--- src/rtl/bidir_bus_port.sv ---
// Bidirectional bus sequencer: drives BB tristate I/T controls and wr_n/rd_n strobes with
// setup/strobe/hold/turnaround spacing. Define BIDIR_BUS_SYNC_EN to synchronize bus_o.
module bidir_bus_port #(
  parameter int unsigned WIDTH         = 8,
  parameter int unsigned SETUP_CLOCKS  = 2,
  parameter int unsigned STROBE_CLOCKS = 2,
  parameter int unsigned HOLD_CLOCKS   = 1,
  parameter int unsigned TURN_CLOCKS   = 2
) (
  input  logic             clock,
  input  logic             reset,
  input  logic             req_valid,
  output logic             req_ready,
  input  logic             req_write,
  input  logic [WIDTH-1:0] req_data,
  output logic             rsp_valid,
  output logic [WIDTH-1:0] rsp_data,
  output logic [WIDTH-1:0] bus_i,
  output logic             bus_t,
  input  logic [WIDTH-1:0] bus_o,
  output logic             wr_n,
  output logic             rd_n
);

  logic [WIDTH-1:0] sampled;

`ifdef BIDIR_BUS_SYNC_EN
  localparam int unsigned SYNC_DEPTH = 2;

  logic [WIDTH-1:0] sync1_q, sync2_q;

  always_ff @(posedge clock) begin
    if (reset) begin
      sync1_q <= '0;
      sync2_q <= '0;
    end else begin
      sync1_q <= bus_o;
      sync2_q <= sync1_q;
    end
  end

  assign sampled = sync2_q;
`else
  localparam int unsigned SYNC_DEPTH = 0;

  assign sampled = bus_o;
`endif

  localparam int unsigned READ_CLOCKS = STROBE_CLOCKS + SYNC_DEPTH;
  localparam int unsigned MAX_A   = (SETUP_CLOCKS > HOLD_CLOCKS) ? SETUP_CLOCKS : HOLD_CLOCKS;
  localparam int unsigned MAX_B   = (READ_CLOCKS > TURN_CLOCKS) ? READ_CLOCKS : TURN_CLOCKS;
  localparam int unsigned MAX_LEN = (MAX_A > MAX_B) ? MAX_A : MAX_B;
  localparam int unsigned CNT_W   = $clog2(MAX_LEN + 1);

  // Counter is loaded with (duration - 1) on state entry; the state ends when it reaches zero.
  localparam logic [CNT_W-1:0] SETUP_LOAD  = CNT_W'(SETUP_CLOCKS - 1);
  localparam logic [CNT_W-1:0] STROBE_LOAD = CNT_W'(STROBE_CLOCKS - 1);
  localparam logic [CNT_W-1:0] HOLD_LOAD   = CNT_W'(HOLD_CLOCKS - 1);
  localparam logic [CNT_W-1:0] READ_LOAD   = CNT_W'(READ_CLOCKS - 1);
  localparam logic [CNT_W-1:0] TURN_LOAD   = CNT_W'(TURN_CLOCKS - 1);

  typedef enum logic [2:0] {
    StIdle,
    StWSetup,
    StWStrobe,
    StWHold,
    StRStrobe,
    StTurn
  } state_e;

  state_e           state_q, state_d;
  logic [CNT_W-1:0] cnt_q, cnt_d;
  logic [WIDTH-1:0] bus_i_q;
  logic [WIDTH-1:0] rsp_data_q;
  logic             rsp_valid_q;
  logic             cnt_done;
  logic             accept;
  logic             read_done;

  assign cnt_done  = (cnt_q == '0);
  assign accept    = req_valid && (state_q == StIdle);
  assign read_done = (state_q == StRStrobe) && cnt_done;

  always_ff @(posedge clock) begin
    if (reset) begin
      state_q <= StIdle;
      cnt_q   <= '0;
    end else begin
      state_q <= state_d;
      cnt_q   <= cnt_d;
    end
  end

  always_comb begin
    state_d = state_q;
    cnt_d   = cnt_done ? cnt_q : cnt_q - CNT_W'(1);
    unique case (state_q)
      StIdle: begin
        cnt_d = cnt_q;
        if (req_valid) begin
          if (req_write) begin
            state_d = StWSetup;
            cnt_d   = SETUP_LOAD;
          end else begin
            state_d = StRStrobe;
            cnt_d   = READ_LOAD;
          end
        end
      end
      StWSetup: begin
        if (cnt_done) begin
          state_d = StWStrobe;
          cnt_d   = STROBE_LOAD;
        end
      end
      StWStrobe: begin
        if (cnt_done) begin
          state_d = StWHold;
          cnt_d   = HOLD_LOAD;
        end
      end
      StWHold, StRStrobe: begin
        if (cnt_done) begin
          state_d = StTurn;
          cnt_d   = TURN_LOAD;
        end
      end
      StTurn: begin
        if (cnt_done) begin
          state_d = StIdle;
        end
      end
      default: begin
        state_d = StIdle;
        cnt_d   = '0;
      end
    endcase
  end

  // bus_i only changes on a write accept so it holds its value while tristated.
  always_ff @(posedge clock) begin
    if (reset) begin
      bus_i_q     <= '0;
      rsp_data_q  <= '0;
      rsp_valid_q <= 1'b0;
    end else begin
      if (accept && req_write) begin
        bus_i_q <= req_data;
      end
      if (read_done) begin
        rsp_data_q <= sampled;
      end
      rsp_valid_q <= read_done;
    end
  end

  always_comb begin
    req_ready = 1'b0;
    bus_t     = 1'b1;
    wr_n      = 1'b1;
    rd_n      = 1'b1;
    unique case (state_q)
      StIdle:    req_ready = 1'b1;
      StWSetup:  bus_t     = 1'b0;
      StWStrobe: begin
        bus_t = 1'b0;
        wr_n  = 1'b0;
      end
      StWHold:   bus_t     = 1'b0;
      StRStrobe: rd_n      = 1'b0;
      StTurn:    req_ready = 1'b0;
      default:   req_ready = 1'b0;
    endcase
  end

  assign bus_i     = bus_i_q;
  assign rsp_data  = rsp_data_q;
  assign rsp_valid = rsp_valid_q;

endmodule

--- config.mk ---
export PLATFORM = sky130hd
export DESIGN_NAME = bidir_bus_port
export DESIGN_NICKNAME = d
export VERILOG_FILES = /design/src/rtl/bidir_bus_port.sv
export SDC_FILE = /design/constraint.sdc
export NUM_CORES = 1
export LEC_CHECK = 0
export ABC_AREA = 0
export CAP_MARGIN = 20
export CORE_MARGIN = 2
export CORE_UTILIZATION = 41
export CTS_CLUSTER_DIAMETER = 120
export DETAILED_ROUTE_END_ITERATION = 12
export GPL_TIMING_DRIVEN = 0
export PLACE_DENSITY = 0.77
export SETUP_SLACK_MARGIN = 0.15
export SYNTH_ARGS = -nofsm -noshare
export SYNTH_HDL_FRONTEND = slang
export SYNTH_SLANG_ARGS = --single-unit
--- constraint.sdc ---
create_clock -name clock -period 1.6 [get_ports clock]
set_input_delay 0.32 -clock clock [delete_from_list [all_inputs] [get_ports clock]]
set_output_delay 0.32 -clock clock [all_outputs]
set_load 0.005 [all_outputs]
Yosys cells after proc, flatten, opt, wreduce, memory -nomap -nowiden
Index checks and enable logic that the tools add are counted.
{ "classes": {"shift": 0, "mul": 0, "n_reduce_logical": 9, "n_mux": 16, "n_eq_ne": 10, "n_div": 0, "n_bitwise": 0, "n_lt_le_gt_ge": 0, "add_sub_neg": 1} }
{ "ops": {"columns": ["cell", "count"], "rows": [
  ["$mux 3", 6],
  ["$pmux 3 s5", 1],
  ["$ne 2x2->1 const B", 5],
  ["$mux 2", 4],
  ["$pmux 2 s4", 1],
  ["$eq 3x2->1 const B", 2],
  ["$eq 3x3->1 const B", 2],
  ["$reduce_or 3->1", 2],
  ["$reduce_and 5->1", 1],
  ["$mux 1", 4],
  ["$eq 3x1->1 const B", 1],
  ["$logic_and 1x1->1", 3],
  ["$logic_not 3->1", 1],
  ["$logic_not 2->1", 1],
  ["$reduce_or 2->1", 1],
  ["$sub 2x1->2 const B", 1]
]} }
{ "totals": {"latchBits": 0, "word_cells": 41, "rom_bits": 0, "memories": 0, "output_inout_bits": 21, "inputBits": 20, "ff_bits": 22, "ramBits": 0} }

Longest topological paths before layout
{ "logic_depth": {"word_depth": 4, "depth_mapped": 5, "depth_no_buf": 4} }

Least setup slack after synthesis
No wires, ideal clock.
{ "synth_path": {"path_kind": "reg2reg", "start": "reg state_q[1]", "end": "reg bus_i_q[2] (netlist: bus_i[2])", "arrival_ps": 1275, "setup_slack_ps": 193, "stages_incl_launch_ff": 6, "setup_ps": 132, "path_buffers": 2, "required_time_ps": 1468, "period_less_slack_ps": 1407, "path_cell_list": "dfxtp_1 > buf_2 > or4b_1 > clkbuf_1 > o21ai_0 > a21oi_1"} }
{ "synth_via": {"elab_chain_cells": 3} }
{ "synth_lines": {"columns": ["item", "line", "text"], "rows": [
  ["from (decl)", "71", "state_e state_q, state_d;"],
  ["from (signal assigned)", "86", "state_q <= StIdle;"],
  ["from (signal assigned)", "89", "state_q <= state_d;"],
  ["$logic_not 3->1", "81", "assign accept = req_valid && (state_q == StIdle);"],
  ["$logic_and 1x1->1", "81", null],
  ["$logic_and 1x1->1", "147", "if (accept && req_write) begin"],
  ["to (signal assigned)", "148", "bus_i_q <= req_data;"],
  ["to (decl)", "73", "logic [WIDTH-1:0] bus_i_q;"]
]} }
Every way passes these cells.
A chain may end at the register's enable or synchronous reset.

Worst setup path after layout
{ "layout_path": {"start": "reg state_q[2]", "end": "reg bus_i_q[1] (netlist: bus_i[1])"} }
Same word-level chain as after synthesis.

==> impl_results.md <==
- Core area: ~2300 sq um
- First-pass GRT wire length: between 4000 and 5000 um
- Post-synth top flop: dfxtp_1
- Sequential Power Share: 0.320
- Crit. End Element: register
- Final WL: ~3500 um
- Ports: between 40 and 50
- Placed Cells incl. Taps: 188
- Final period demand of the worst path: between 1.5 and 2 ns
- Post-Syn Nets: between 100 and 150
- Status: finished clean
- Post-DP HPWL: 1750 um
- Count of final max-slew check failures: 0
- Clock-pin slew of the registers on the worst-case setup and hold paths: approximately 0.14 ns
- Worst skew pair latency: approximately 0.32 ns
- Switching Fraction: 0.329
- Finish-stage setup viols: 0
- Largest net degree at the start of global routing: 14
- GR Util All Layers: 0.239
- WL/cell: about 16 um
- DR vias: between 1,000 and 1,500
- Final nets: 210
- Unique cell type count in the Yosys netlist: 31
- Post-Syn Area: about 990 sq um
- CTS buffer count: 3
- Dpl ws: -0.352 ns
- Die width: approximately 53 um
- Fin crit share: 0.960
- Skew final: roughly 0.014 ns
- Hold-fix buffers, CTS: 0
- Starting Density: 0.439
- Final Hold Viols: 0
- H-tree Lvls: 1
- Worst-margin pin slew: about 0.54 ns
- Drt first pass iters: 4
- P&R area growth vs syn: 83.3%
- Rows: 17
- Die Footprint: between 2000 and 3000 sq um
- # Max-Cap Violations: 0
- Synth area leader: dfxtp_1
- Lkg Pwr: 0.000779 uW
- Max FO, Critical Path: 8
- Seq/Total Area, Yosys: 0.445
- CTS tree: done
- CTS max path bufs: 2
- Share of the synthesized area in the top cell type: 0.445
- Sw Pwr: around 670 uW
- Layout Cells excl Fill: roughly 220
- Avg Cell Area, Syn: about 8 sq um
- Drt drc: 0
- Remaining antenna violation count: 0
- Slew margin rel.: 0.639
- Peak supply drop: approximately 1.3 mV
- Detailed Route Iter0 Violations: 38
- Die height: 53.1 um
- Flops & latches, synth: 22
- Max incr delay on CP: 0.54 ns
- Worst path top cell family by delay: simple AND/OR/NAND/NOR gates
- Pint: 1360 uW
- Grt ovf: 0
- Hold crit path type: in -> reg
- Clk pwr share: 0.217
- Clock Sink Count: 22
- Post-synth EDFFs: 0
- Vias in the first global route: roughly 1,100
- Ys async rst share: 0
- Cells along the critical path: buf_6, or4b_4, buf_12, o21ai_2, a21oi_1
- PwrDens: between 1000 and 1500 nW/um^2
- RSZ-0062 raised after global routing: true
- Combinational share of power: 0.462
- GPL Wtd Cong: 0.815
- PortBufs: 39
- Pwr Total: around 2000 uW
- Syn Inst Count: roughly 120
- Ys Warns: 0
- Final WS setup: between 0.06 and 0.07 ns
- WHS: ~0.42 ns
- CTS root buf: clkbuf_4
- Largest cells by area after synthesis: dfxtp_1, a21oi_1, nand3_1
- Req. time, crit path: roughly 1.8 ns
- Buf+Inv Stages, Crit Path: 2
- Via density: around 5.6
- Worst Path Arrival: 1.74 ns
- Fmax: 651 MHz
- N_diodes: 0
- Critical path's slowest cell: or4b_4
- Fraction of layout cells with a size suffix above 1: 0.429
- CP Class: reg -> reg
- Startpoint type of the worst setup path: register
- Initial antenna violation count: 0
-- final cells by class --
type	instances	area [sq um]
plain buffers	10	91.3
clock buffers	3	22.5
clock inverters	1	30.0
fillers	156	440
inverters	5	18.8
multi-input cells	84	602
flip-flops and latches	22	468
well taps	28	35.0
repair buffers	64	547
-- power by group through the flow --
| stage | Clock, uW | Combinational (uW) | Sequential (uW) |
|---|---|---|---|
| CTS | 433 | 798 | 646 |
| floorplan | 0 | 335 | 651 |
| finish | 442 | 940 | 650 |
| detailed placement | 0 | 579 | 654 |
| global placement | 0 | 570 | 650 |
| global route | 464 | 994 | 657 |
-- synthesized netlist by cell type, drive strengths merged, types with 2 or more instances --
master  instances
a21oi          19
buf             4
nand2           2
inv             5
or3             2
nand3          17
o21ai          16
clkbuf          6
nor3b           2
dfxtp          22
o21bai          2
nor2            4
or3b            2
nor2b           2
nor3            4
-- sequential cells by signal, indices dropped and copies added, names as in the netlist --
register and cells:
rsp_data 8, rsp_valid 1, cnt_q 2, state_q 3, bus_i 8
-- routing by layer --
layer | up-vias | routed length, um | global-route usage | share of wire
met1 | 565 | 1400 | 0.287 | 0.40
li1 | 575 | - | - | -
met5 | - | 0 | 0 | 0
met4 | 0 | 170 | 0.107 | 0.049
met2 | 69 | 1680 | 0.415 | 0.48
met3 | 17 | 244 | 0.0395 | 0.070
-- tightest hold or removal path: stages --
cell	delay, ns
clkbuf_1	0.19
nand3_1	0.14
a21oi_1	0.06
-- cells in the final DEF, fill, tap and decap left out, types with 5 or more instances in the layout --
cell type	count
buf_6	6
o21ai_2	5
dlygate4sd2_1	18
clkdlybuf4s50_1	17
buf_2	5
dfxtp_2	16
a21oi_1	15
buf_4	22
nand3_1	17
o21ai_1	5
-- cell families after synthesis --
kind of cell           synth area share
AND/OR/NAND/NOR                   0.234
XOR/XNOR                        0.00885
AO/OA/AOI/OAI                     0.252
flip-flops                        0.445
buffers and inverters            0.0607
-- worst paths after layout --
kind,from,to,slack [ns],depth (start not counted)
setup reg to reg,state_q[2],bus_i[1],0.06,5
setup / recovery,state_q[2],bus_i[1],0.06,5
hold / removal,req_write,bus_i[3],0.42,3
hold reg to reg,rsp_data[5],rsp_data[5],0.49,2
-- stage by stage --
stage / cell area, sq um / util / setup TNS, ns
floorplan: 990 / - / 0
global placement: 1420 / 0.628 / -3.78
detailed placement: 1420 / 0.628 / -4.14
CTS: 1720 / 0.763 / 0
global route: 1810 / 0.805 / -0.00854
finish: 1810 / 0.805 / 0
-- what timing repair did --
action / in CTS / in global routing
setup endpoints to repair: 39 / 20
gates resized for setup: 90 / 22
setup buffers: 22 / 3
pin swaps: 11 / 3
gates cloned: 0 / 0
No activity file was read; power rests on OpenSTA's default activity.
